--- src/rtl/dcache_bus_pkg.sv ---
// -----------------------------------------------------------------------------
// dcache_bus_pkg
// Constants and types shared between the data cache and its device-side
// bus bridge.
//   BLK_LEN      words per cache line
//   BLK_SIZE     bits per cache line
//   UNCACHED_HI  addr[31:16] value marking uncached (peripheral) space
//   bridge_state_e  dev_bus_bridge sequencing states
// -----------------------------------------------------------------------------
package dcache_bus_pkg;

    localparam int unsigned BLK_LEN     = 4;
    localparam int unsigned BLK_SIZE    = BLK_LEN * 32;
    localparam logic [15:0] UNCACHED_HI = 16'hFFFF;

    typedef enum logic [2:0] {
        IDLE,
        WR_REQ,
        RD_REQ,
        RD_WAIT,
        RD_DONE
    } bridge_state_e;

endpackage

--- src/rtl/dev_line_asm.sv ---
// -----------------------------------------------------------------------------
// dev_line_asm
// Refill line assembly register plus beat counter.
//   cpu_clk  clock, rising edge
//   cpu_rst  asynchronous active-high reset (line and beat to 0)
//   clr      clear line and beat (read capture)
//   load     store din into word [beat] and advance beat
//   din      32-bit word from memory
//   beat     current beat index
//   line     assembled line, word i at bits [32i+31:32i]
// -----------------------------------------------------------------------------
module dev_line_asm #(
    parameter int unsigned BLK_LEN = 4,
    parameter int unsigned BEAT_W  = 2
) (
    input  logic                   cpu_clk,
    input  logic                   cpu_rst,
    input  logic                   clr,
    input  logic                   load,
    input  logic [31:0]            din,
    output logic [BEAT_W-1:0]      beat,
    output logic [BLK_LEN*32-1:0]  line
);

    logic [BLK_LEN-1:0][31:0] words;

    always_ff @(posedge cpu_clk or posedge cpu_rst) begin
        if (cpu_rst) begin
            words <= '0;
            beat  <= '0;
        end else if (clr) begin
            words <= '0;
            beat  <= '0;
        end else if (load) begin
            words[beat] <= din;
            beat        <= beat + BEAT_W'(1);
        end
    end

    assign line = words;

endmodule

--- src/rtl/dev_bus_bridge.sv ---
// -----------------------------------------------------------------------------
// dev_bus_bridge
// Bridges the data cache's dev_* refill/write bus onto a 32-bit request/grant
// memory port. Cached reads fetch a whole line in BLK_LEN beats, uncached reads
// fetch one word, writes are a single beat. Pending writes go before reads.
//   cpu_clk, cpu_rst            clock / async active-high reset
//   dev_rrdy, dev_ren, dev_raddr    read request handshake
//   dev_rvalid, dev_rdata           one-cycle completion pulse, assembled line
//   dev_wrdy, dev_wen, dev_waddr, dev_wdata   write request handshake
//   mem_req..mem_wdata          memory request (held until mem_gnt)
//   mem_gnt, mem_rvalid, mem_rdata  memory grant / read return
// -----------------------------------------------------------------------------
module dev_bus_bridge #(
    parameter int unsigned BLK_LEN     = dcache_bus_pkg::BLK_LEN,
    parameter logic [15:0] UNCACHED_HI = dcache_bus_pkg::UNCACHED_HI
) (
    input  logic                   cpu_clk,
    input  logic                   cpu_rst,
    output logic                   dev_rrdy,
    input  logic [3:0]             dev_ren,
    input  logic [31:0]            dev_raddr,
    output logic                   dev_rvalid,
    output logic [BLK_LEN*32-1:0]  dev_rdata,
    output logic                   dev_wrdy,
    input  logic [3:0]             dev_wen,
    input  logic [31:0]            dev_waddr,
    input  logic [31:0]            dev_wdata,
    output logic                   mem_req,
    output logic                   mem_we,
    output logic [31:0]            mem_addr,
    output logic [3:0]             mem_be,
    output logic [31:0]            mem_wdata,
    input  logic                   mem_gnt,
    input  logic                   mem_rvalid,
    input  logic [31:0]            mem_rdata
);

    import dcache_bus_pkg::*;

    localparam int unsigned BEAT_W    = (BLK_LEN > 1) ? $clog2(BLK_LEN) : 1;
    localparam logic [31:0] LINE_MASK = 32'(BLK_LEN * 4 - 1);

    bridge_state_e     state;
    logic              rd_pend, wr_pend;
    logic [31:0]       rd_base_q;
    logic              rd_unc_q;
    logic [3:0]        ren_q;
    logic [31:0]       waddr_q, wdata_q;
    logic [3:0]        wen_q;
    logic [BEAT_W-1:0] beat;

    logic              rd_cap, wr_cap;
    logic              cap_unc;
    logic [31:0]       cap_base;
    logic              rd_unc_eff;
    logic [31:0]       rd_base_eff, waddr_eff, wdata_eff;
    logic [3:0]        ren_eff, wen_eff;
    logic              beat_load, last_beat;

    assign rd_cap = dev_rrdy && (dev_ren != '0);
    assign wr_cap = dev_wrdy && (dev_wen != '0);

    assign cap_unc  = (dev_raddr[31:16] == UNCACHED_HI);
    assign cap_base = cap_unc ? (dev_raddr & ~32'h3) : (dev_raddr & ~LINE_MASK);

    // IDLE may start a request on the very edge it is captured, so it looks
    // at the live inputs as well as the latched copies.
    assign rd_unc_eff  = rd_cap ? cap_unc  : rd_unc_q;
    assign rd_base_eff = rd_cap ? cap_base : rd_base_q;
    assign ren_eff     = rd_cap ? dev_ren  : ren_q;
    assign waddr_eff   = wr_cap ? dev_waddr : waddr_q;
    assign wen_eff     = wr_cap ? dev_wen   : wen_q;
    assign wdata_eff   = wr_cap ? dev_wdata : wdata_q;

    assign beat_load = (state == RD_WAIT) && mem_rvalid;
    assign last_beat = rd_unc_q || (beat == BEAT_W'(BLK_LEN - 1));

    dev_line_asm #(
        .BLK_LEN (BLK_LEN),
        .BEAT_W  (BEAT_W)
    ) u_line_asm (
        .cpu_clk (cpu_clk),
        .cpu_rst (cpu_rst),
        .clr     (rd_cap),
        .load    (beat_load),
        .din     (mem_rdata),
        .beat    (beat),
        .line    (dev_rdata)
    );

    always_ff @(posedge cpu_clk or posedge cpu_rst) begin
        if (cpu_rst) begin
            state      <= IDLE;
            rd_pend    <= 1'b0;
            wr_pend    <= 1'b0;
            rd_base_q  <= '0;
            rd_unc_q   <= 1'b0;
            ren_q      <= '0;
            waddr_q    <= '0;
            wen_q      <= '0;
            wdata_q    <= '0;
            dev_rrdy   <= 1'b1;
            dev_wrdy   <= 1'b1;
            dev_rvalid <= 1'b0;
            mem_req    <= 1'b0;
            mem_we     <= 1'b0;
            mem_addr   <= '0;
            mem_be     <= '0;
            mem_wdata  <= '0;
        end else begin
            dev_rvalid <= 1'b0;

            if (rd_cap) begin
                rd_base_q <= cap_base;
                rd_unc_q  <= cap_unc;
                ren_q     <= dev_ren;
                rd_pend   <= 1'b1;
                dev_rrdy  <= 1'b0;
            end
            if (wr_cap) begin
                waddr_q  <= dev_waddr;
                wen_q    <= dev_wen;
                wdata_q  <= dev_wdata;
                wr_pend  <= 1'b1;
                dev_wrdy <= 1'b0;
            end

            // Pending-flag clears below override the capture sets above when a
            // request is consumed on the same edge it arrives.
            unique case (state)
                IDLE: begin
                    if (wr_pend || wr_cap) begin
                        state     <= WR_REQ;
                        wr_pend   <= 1'b0;
                        mem_req   <= 1'b1;
                        mem_we    <= 1'b1;
                        mem_addr  <= waddr_eff & ~32'h3;
                        mem_be    <= wen_eff;
                        mem_wdata <= wdata_eff;
                    end else if (rd_pend || rd_cap) begin
                        state    <= RD_REQ;
                        rd_pend  <= 1'b0;
                        mem_req  <= 1'b1;
                        mem_we   <= 1'b0;
                        mem_addr <= rd_base_eff;
                        mem_be   <= rd_unc_eff ? ren_eff : 4'hF;
                    end
                end
                WR_REQ: begin
                    if (mem_gnt) begin
                        state    <= IDLE;
                        mem_req  <= 1'b0;
                        dev_wrdy <= 1'b1;
                    end
                end
                RD_REQ: begin
                    if (mem_gnt) begin
                        state   <= RD_WAIT;
                        mem_req <= 1'b0;
                    end
                end
                RD_WAIT: begin
                    if (mem_rvalid) begin
                        if (last_beat) begin
                            state      <= RD_DONE;
                            dev_rvalid <= 1'b1;
                        end else begin
                            state    <= RD_REQ;
                            mem_req  <= 1'b1;
                            mem_addr <= rd_base_q + (32'(beat) + 32'd1) * 32'd4;
                        end
                    end
                end
                RD_DONE: begin
                    state    <= IDLE;
                    dev_rrdy <= 1'b1;
                end
                default: state <= IDLE;
            endcase
        end
    end

endmodule

--- config.mk ---
export PLATFORM = sky130hd
export DESIGN_NAME = dev_bus_bridge
export DESIGN_NICKNAME = d
export VERILOG_FILES = /design/src/rtl/dcache_bus_pkg.sv /design/src/rtl/dev_line_asm.sv /design/src/rtl/dev_bus_bridge.sv
export SDC_FILE = /design/constraint.sdc
export NUM_CORES = 1
export LEC_CHECK = 0
export ABC_AREA = 1
export ABC_CLOCK_PERIOD_IN_PS = 9530
export CAP_MARGIN = 30
export CORE_ASPECT_RATIO = 2
export CORE_MARGIN = 2
export CORE_UTILIZATION = 45
export DETAILED_ROUTE_END_ITERATION = 10
export PLACE_DENSITY_LB_ADDON = 0.3
export SYNTH_ARGS = -nofsm -noshare
export SYNTH_HDL_FRONTEND = slang
export SYNTH_HIERARCHICAL = 1
export SYNTH_SLANG_ARGS = --single-unit
export TNS_END_PERCENT = 20
--- constraint.sdc ---
create_clock -name cpu_clk -period 9.53 [get_ports cpu_clk]
set_input_delay 2.3825 -clock cpu_clk [delete_from_list [all_inputs] [get_ports cpu_clk]]
set_output_delay 2.3825 -clock cpu_clk [all_outputs]
set_load 0.02 [all_outputs]
==> results of run 1 <==
state kept, by name, summed over array words and instances, names as in the netlist:
signal / cells
u_line_asm/line: 128
mem_addr: 32
mem_wdata: 32
rd_base_q: 32
wdata_q: 32
waddr_q: 30
mem_be: 4
ren_q: 4
wen_q: 4
state: 3
u_line_asm/beat: 2
dev_rrdy: 1
dev_rvalid: 1
dev_wrdy: 1
mem_req: 1
mem_we: 1
rd_pend: 1
rd_unc_q: 1
wr_pend: 1
worst reg2reg max path, stage by stage (launching register included):
cell	delay [ps]
dfrtp_1	500
nand3_2	730
nor2_1	1050
nand2_2	760
inv_2	830
nand2_1	150
nand2_1	90
path summary, 6_finish.rpt:
check,start,endpoint,slack (ps),cells after the start
hold / removal,wdata_q[16]$_DFF_PP0_,wdata_q[16]$_DFF_PP0_,470,2
min in group asynchronous,cpu_rst,waddr_q[5]$_DFF_PP0_,2370,2
max in group asynchronous,cpu_rst,mem_wdata[11]$_DFFE_PP0N_,5850,3
setup reg to reg,state[1]$_DFFE_PP0P_,u_line_asm/line[39]$_DFFE_PP0P_,5330,6
setup / recovery,dev_wen[1],mem_addr[30]$_DFFE_PP0P_,3920,10
hold reg to reg,wdata_q[16]$_DFF_PP0_,wdata_q[16]$_DFF_PP0_,470,2
cell usage in the layout (no fill, tap or decap), drive strengths merged:
cell	n
nand2	720
clkdlybuf4s50	336
dfrtp	309
nand3	278
nor2	157
inv	135
o21ai	47
clkbuf	43
a31oi	33
a21oi	19
buf	12
ha	8
o211ai	5
clkinv	5
nand4	4
diode	3
bufinv	3
or2	2
nand3b	2
dfstp	2
nor3	1
xor2	1
and2	1
a22oi	1
o31ai	1
o21bai	1
fa	1
Yosys cell counts, drive strengths merged:
cell,number
nand2,720
a21oi,19
buf,87
o21bai,1
nand3,278
a31oi,33
fa,1
dfrtp,309
o21ai,47
nand3b,2
nor3,1
inv,134
o31ai,1
or2,2
and2,1
a22oi,1
ha,8
nand4,4
clkbuf,10
o211ai,5
dfstp,2
xor2,1
nor2,157
routing by layer:
layer,global-route usage,part of all wire,vias up
li1,-,-,6324
met1,0.2995,0.33,6367
met2,0.5124,0.52,508
met3,0.05218,0.061,146
met4,0.2258,0.092,0
met5,0,0,-
logic make-up (layout without fill, tap and decap cells):
logic type / count (synthesis) / after routing / synth area share
buffers and inverters: 231 / 534 / 0.07399
other: 0 / 3 / 0
xor gates and xnor gates: 1 / 1 / 0.0006080
and+or+nand+nor: 1165 / 1165 / 0.3351
adders and majority gates: 9 / 9 / 0.008337
AOI/OAI and AO/OA: 107 / 107 / 0.04168
DFF: 311 / 311 / 0.5403
stage by stage:
stage / instances / hold slack, ps
4_1_cts: 2550 / 469.6
3_3_place_gp: 2494 / 448.6
6_report: 2553 / 465.3
2_1_floorplan: 1824 / 436.4
5_1_grt: 2553 / 478.5
3_5_place_dp: 2498 / 454.0
power by group through the flow:
| stage | Combinational (mW) | Clock, mW | Sequential [mW] |
|---|---|---|---|
| floorplan | 1.31 | 0 | 2.70 |
| global placement | 3.01 | 0 | 2.28 |
| detailed placement | 3.08 | 0 | 2.30 |
| global route | 3.34 | 1.30 | 2.35 |
| finish | 3.08 | 1.23 | 2.29 |
| CTS | 3.09 | 1.25 | 2.29 |
area by class of cell:
class / instances / area, um2 / share of cell area
Sequential cell: 311 / 7785 / 0.4118
Multi-Input combinational cell: 1282 / 5558 / 0.2940
Timing Repair Buffer: 348 / 3518 / 0.1861
Clock buffer: 43 / 868.3 / 0.04593
Tap cell: 423 / 529.3 / 0.02799
Inverter: 134 / 513.0 / 0.02713
Clock inverter: 9 / 127.6 / 0.006750
Antenna cell: 3 / 7.507 / 0.0003971
==> flow_metrics.tcl, run 1 <==
set metrics [dict create \
    synth_area_leaders "dfrtp_1 54%, nand2_1 18%, nand3_1 9.6%, nor2_1 4.0%, inv_1 3.2%" \
    placed_cell_area_um2 17900 \
    fp-row-count 92 \
    utilization 0.5995 \
    pwr_density_cell_nw_per_um2 348.9 \
    number_of_hold_violations_in_the_final_report 0 \
    vias_in_the_first_global_route 13270 \
    max_stage_delay_cell_worst_path "nand2_4" \
    final_cell_area_um2 18910 \
    clock_tree_from_tritoncts "done" \
    synth_seq_area_share 0.5403 \
    post-dp-hpwl_um 34450 \
    swShare 0.4142 \
    core_area_um2 31540 \
    drc_errors 0 \
    syn2layout_area_growth_pct 31.22 \
    cts-htree-levels 1 \
    max_clock_freq_ghz 0.1783 \
    yosys_warnings 6 \
    design_power_total_mw 6.597 \
    cp.required_ps 10030 \
    min-delay-path-class "flip-flop to flip-flop" \
    worst-path-buf-inv 2 \
    n_fill_cell 2881 \
    p_switching_mw 2.732 \
    share_seq_of_total_power 0.348 \
    finalWeightedCongestion 0.9996 \
    syn-mean-instance-area_um2 7.900 \
    path_max_fanout 79 \
    power.leakage_nw 9.570 \
    antenna_found_initial 3 \
    layout.nets 2255 \
    rsz0062_at_grt "false" \
    layout_min_cycle_time_ps 5609 \
    cts_inserted_buffers 29 \
    postSynthCellCount 1824 \
    clk-insertion-delay-late_ps 560 \
    initial_utilization 0.4568 \
    finalWirelength_um 49210 \
    fraction_of_layout_instances_using_a_drive_strength_above_1 0.04419 \
    synthesis.nets 1973 \
    route.antenna.remaining_nets 0 \
    cap_viol_max_count 0 \
    globalRoute.totalOverflow 0 \
    clkTransAtPathRegs_ps 70 \
    status "finished, final reports clean" \
    critPathLaunchType "input pin" \
    cts-hold-fix-buffers 0 \
    ys_types 36 \
    power.internal_mw 3.864 \
    maximum_count_of_clock_buffers_along_a_single_path 3 \
    timing_worst_setup_path_type "input pin to flip-flop" \
    grt_first_pass_wirelength_um 74550 \
    post-route-period-util 0.5885 \
    yosys_reg_bits 311 \
    post-synth-top-area-cell "dfrtp_1" \
    dpl_worst_slack_ps 3343 \
    grt_max_degree 92 \
    final.setup_skew_ps 12.40 \
    routed_wire_length_per_instance_um 19.28 \
    numPortBuffers 336 \
    critPathTopFamily "simple AND/OR/NAND/NOR gates" \
    p_comb_frac 0.466 \
    timing.final.setup_violations 0 \
    crit_chain "clkdlybuf4s50_1 -> nor2_1 -> nand2_2 -> nand2_4 -> nand2_4 -> nand2_2 -> nand3_4 -> inv_2 -> nand2_1 -> nand2_1" \
    drt_pre_antenna_iters 5 \
    setup.worst_path.end_class "flip-flop" \
    clock_power_share 0.186 \
    dieWidth_um 130.5 \
    cts.sink_count 311 \
    cts_root_buf "clkbuf_16" \
    drt_iter0_drc 776 \
    synthDominantCellAreaShare 0.5366 \
    vdd_ir_drop_max_mv 0.2211 \
    tightest_slew_ps 984.0 \
    timing.max_slew.rel_slack 0.3416 \
    slowest_delay_ps 650 \
    worst_ep_arrival_time_ps 6110 \
    postCtsSetupBuffers 0 \
    vias 13350 \
    final-max-slew-violation-count 0 \
    pin_count 341 \
    mappedNetlistArea_um2 14410 \
    cts_resized 0 \
    finalSetupTns_ps 0 \
    floorplan.die.height_um 257.1 \
    via_per_inst 5.227 \
    die_area_um2 33550 \
    grtUsageTotal 0.2925 \
    pnr_worst_setup_slack_ps 3921 \
]
(Power assumes the default switching activity.)
==> run 2: changes to the inputs <==
--- a/config.mk
+++ b/config.mk
@@ -6,7 +6,7 @@
 export NUM_CORES = 1
 export LEC_CHECK = 0
 export ABC_AREA = 1
-export ABC_CLOCK_PERIOD_IN_PS = 9530
+export ABC_CLOCK_PERIOD_IN_PS = 5800
 export CAP_MARGIN = 30
 export CORE_ASPECT_RATIO = 2
 export CORE_MARGIN = 2
==> constraint.sdc (replaced) <==
create_clock -name cpu_clk -period 5.8 [get_ports cpu_clk]
set_input_delay 1.45 -clock cpu_clk [delete_from_list [all_inputs] [get_ports cpu_clk]]
set_output_delay 1.45 -clock cpu_clk [all_outputs]
set_load 0.02 [all_outputs]
==> run 2 against run 1 <==
Net effect:
- critical path depth fell by 4
- count of clock-buffer cells in the layout fell by 7
- core utilization fell by 0.091 points
- critical endpoint is now u_line_asm/line[18]$_DFFE_PP0P_
- register-to-register slack got worse by 3200 ps
==> flow_metrics.tcl, run 2 (synthesis gave the netlist of run 1 again) <==
set metrics [dict create \
    status "finished, final reports clean" \
    largest_register_ffs 128 \
    placed_cells_incl_taps 2502 \
    die_area_um2 33550 \
    grtUsageTotal 0.2955 \
    vdd_ir_drop_max_mv 0.4305 \
    final_cell_area_um2 18880 \
    design_power_total_mw 10.78 \
    layout.cells.non_filler 2556 \
    finalWeightedCongestion 0.9516 \
    post-route-period-util 0.6394 \
    layout_commonest_cell "nand2_1" \
    grt_first_pass_wirelength_um 75230 \
    path_max_fanout 33 \
    cts-htree-levels 1 \
    max_clock_freq_ghz 0.2697 \
    final.setup_skew_ps 8.457 \
    utilization 0.5985 \
    cts.sink_count 311 \
    dieWidth_um 130.5 \
    postCtsSetupBuffers 0 \
    maximum_count_of_clock_buffers_along_a_single_path 3 \
    min-delay-path-class "flip-flop to flip-flop" \
    route.antenna.remaining_nets 0 \
    grt_max_degree 79 \
    cts_root_buf "clkbuf_16" \
    cts-hold-fix-buffers 0 \
    globalRoute.totalOverflow 0 \
    vias_in_the_first_global_route 13430 \
    cp.required_ps 6300 \
    initial_utilization 0.4568 \
    final-max-slew-violation-count 0 \
    drc_errors 0 \
    post-dp-hpwl_um 34300 \
    pnr_worst_setup_slack_ps 2092 \
    cap_viol_max_count 0 \
    pin_count 341 \
    cts_inserted_buffers 29 \
    fraction_of_layout_instances_using_a_drive_strength_above_1 0.04690 \
    mostFrequentLayoutCells "709 x nand2_1, 336 x clkdlybuf4s50_1, 309 x dfrtp_1" \
    numPortBuffers 336 \
    dpl_worst_slack_ps 1589 \
    clkTransAtPathRegs_ps 70 \
    n_fill_cell 2842 \
    fp-row-count 92 \
    finalSetupTns_ps 0 \
    number_of_hold_violations_in_the_final_report 0 \
    timing.max_slew.rel_slack 0.3354 \
    drt_pre_antenna_iters 6 \
    finalWirelength_um 49090 \
    clk-insertion-delay-late_ps 560 \
    core_area_um2 31540 \
    syn2layout_area_growth_pct 31.02 \
    floorplan.die.height_um 257.1 \
    antenna_found_initial 3 \
    drt_iter0_drc 806 \
    hold_slack_ps 467.2 \
    timing.final.setup_violations 0 \
    power.leakage_nw 9.554 \
    via_per_inst 5.179 \
    layout_min_cycle_time_ps 3708 \
    critPathLaunchType "flip-flop" \
    setup.worst_path.end_class "flip-flop" \
    pwr_density_cell_nw_per_um2 571.2 \
    placed_cell_area_um2 17920 \
    worst_ep_arrival_time_ps 4210 \
    vias 13240 \
    routed_wire_length_per_instance_um 19.21 \
    rsz0062_at_grt "false" \
    layout.nets 2259 \
    cts_resized 0 \
    clock_tree_from_tritoncts "done" \
    tightest_slew_ps 993.2 \
    timing_worst_setup_path_type "flip-flop to flip-flop" \
]
-- run 2: where the power goes --
group / internal (mW) / switching [mW]
clock: 1.09 / 0.859
sequential: 3.15 / 0.603
combinational: 2.03 / 3.04
-- run 2: cell type report --
type                    instances  area, um2  share of cell area
clock buffers                  36      782.0             0.04142
flip-flops and latches        311       7785              0.4124
multi-input cells            1282       5558              0.2944
diodes                          1      2.502           0.0001326
repair buffers                352       3533              0.1872
inverters                     134      511.7             0.02711
well taps                     423      529.3             0.02804
clock inverters                17      176.4            0.009345
-- run 2: worst paths after layout --
check | from | end | slack [ps] | cells after the start
worst max-delay path | state[1]$_DFFE_PP0P_ | u_line_asm/line[18]$_DFFE_PP0P_ | 2090 | 6
worst min-delay path | wdata_q[26]$_DFF_PP0_ | wdata_q[26]$_DFF_PP0_ | 470 | 2
worst max register to register | state[1]$_DFFE_PP0P_ | u_line_asm/line[18]$_DFFE_PP0P_ | 2090 | 6
worst min register to register | wdata_q[26]$_DFF_PP0_ | wdata_q[26]$_DFF_PP0_ | 470 | 2
max in group asynchronous | cpu_rst | u_line_asm/line[38]$_DFFE_PP0P_ | 3460 | 3
min in group asynchronous | cpu_rst | mem_wdata[12]$_DFFE_PP0N_ | 1210 | 2
-- run 2: critical path: stages (launching register included) --
cell	delay [ps]
dfrtp_1	510
nand3_2	700
nor2_1	1040
nand2_4	460
inv_2	650
nand2_1	140
nand2_1	90
-- run 2: layer usage --
layer | vias up | wire (um) | track usage
met2 | 499 | 25260 | 0.5171
met4 | 2 | 4099 | 0.2080
li1 | 6320 | - | -
met5 | - | 13 | 0
met1 | 6277 | 16310 | 0.3053
met3 | 140 | 3412 | 0.06362
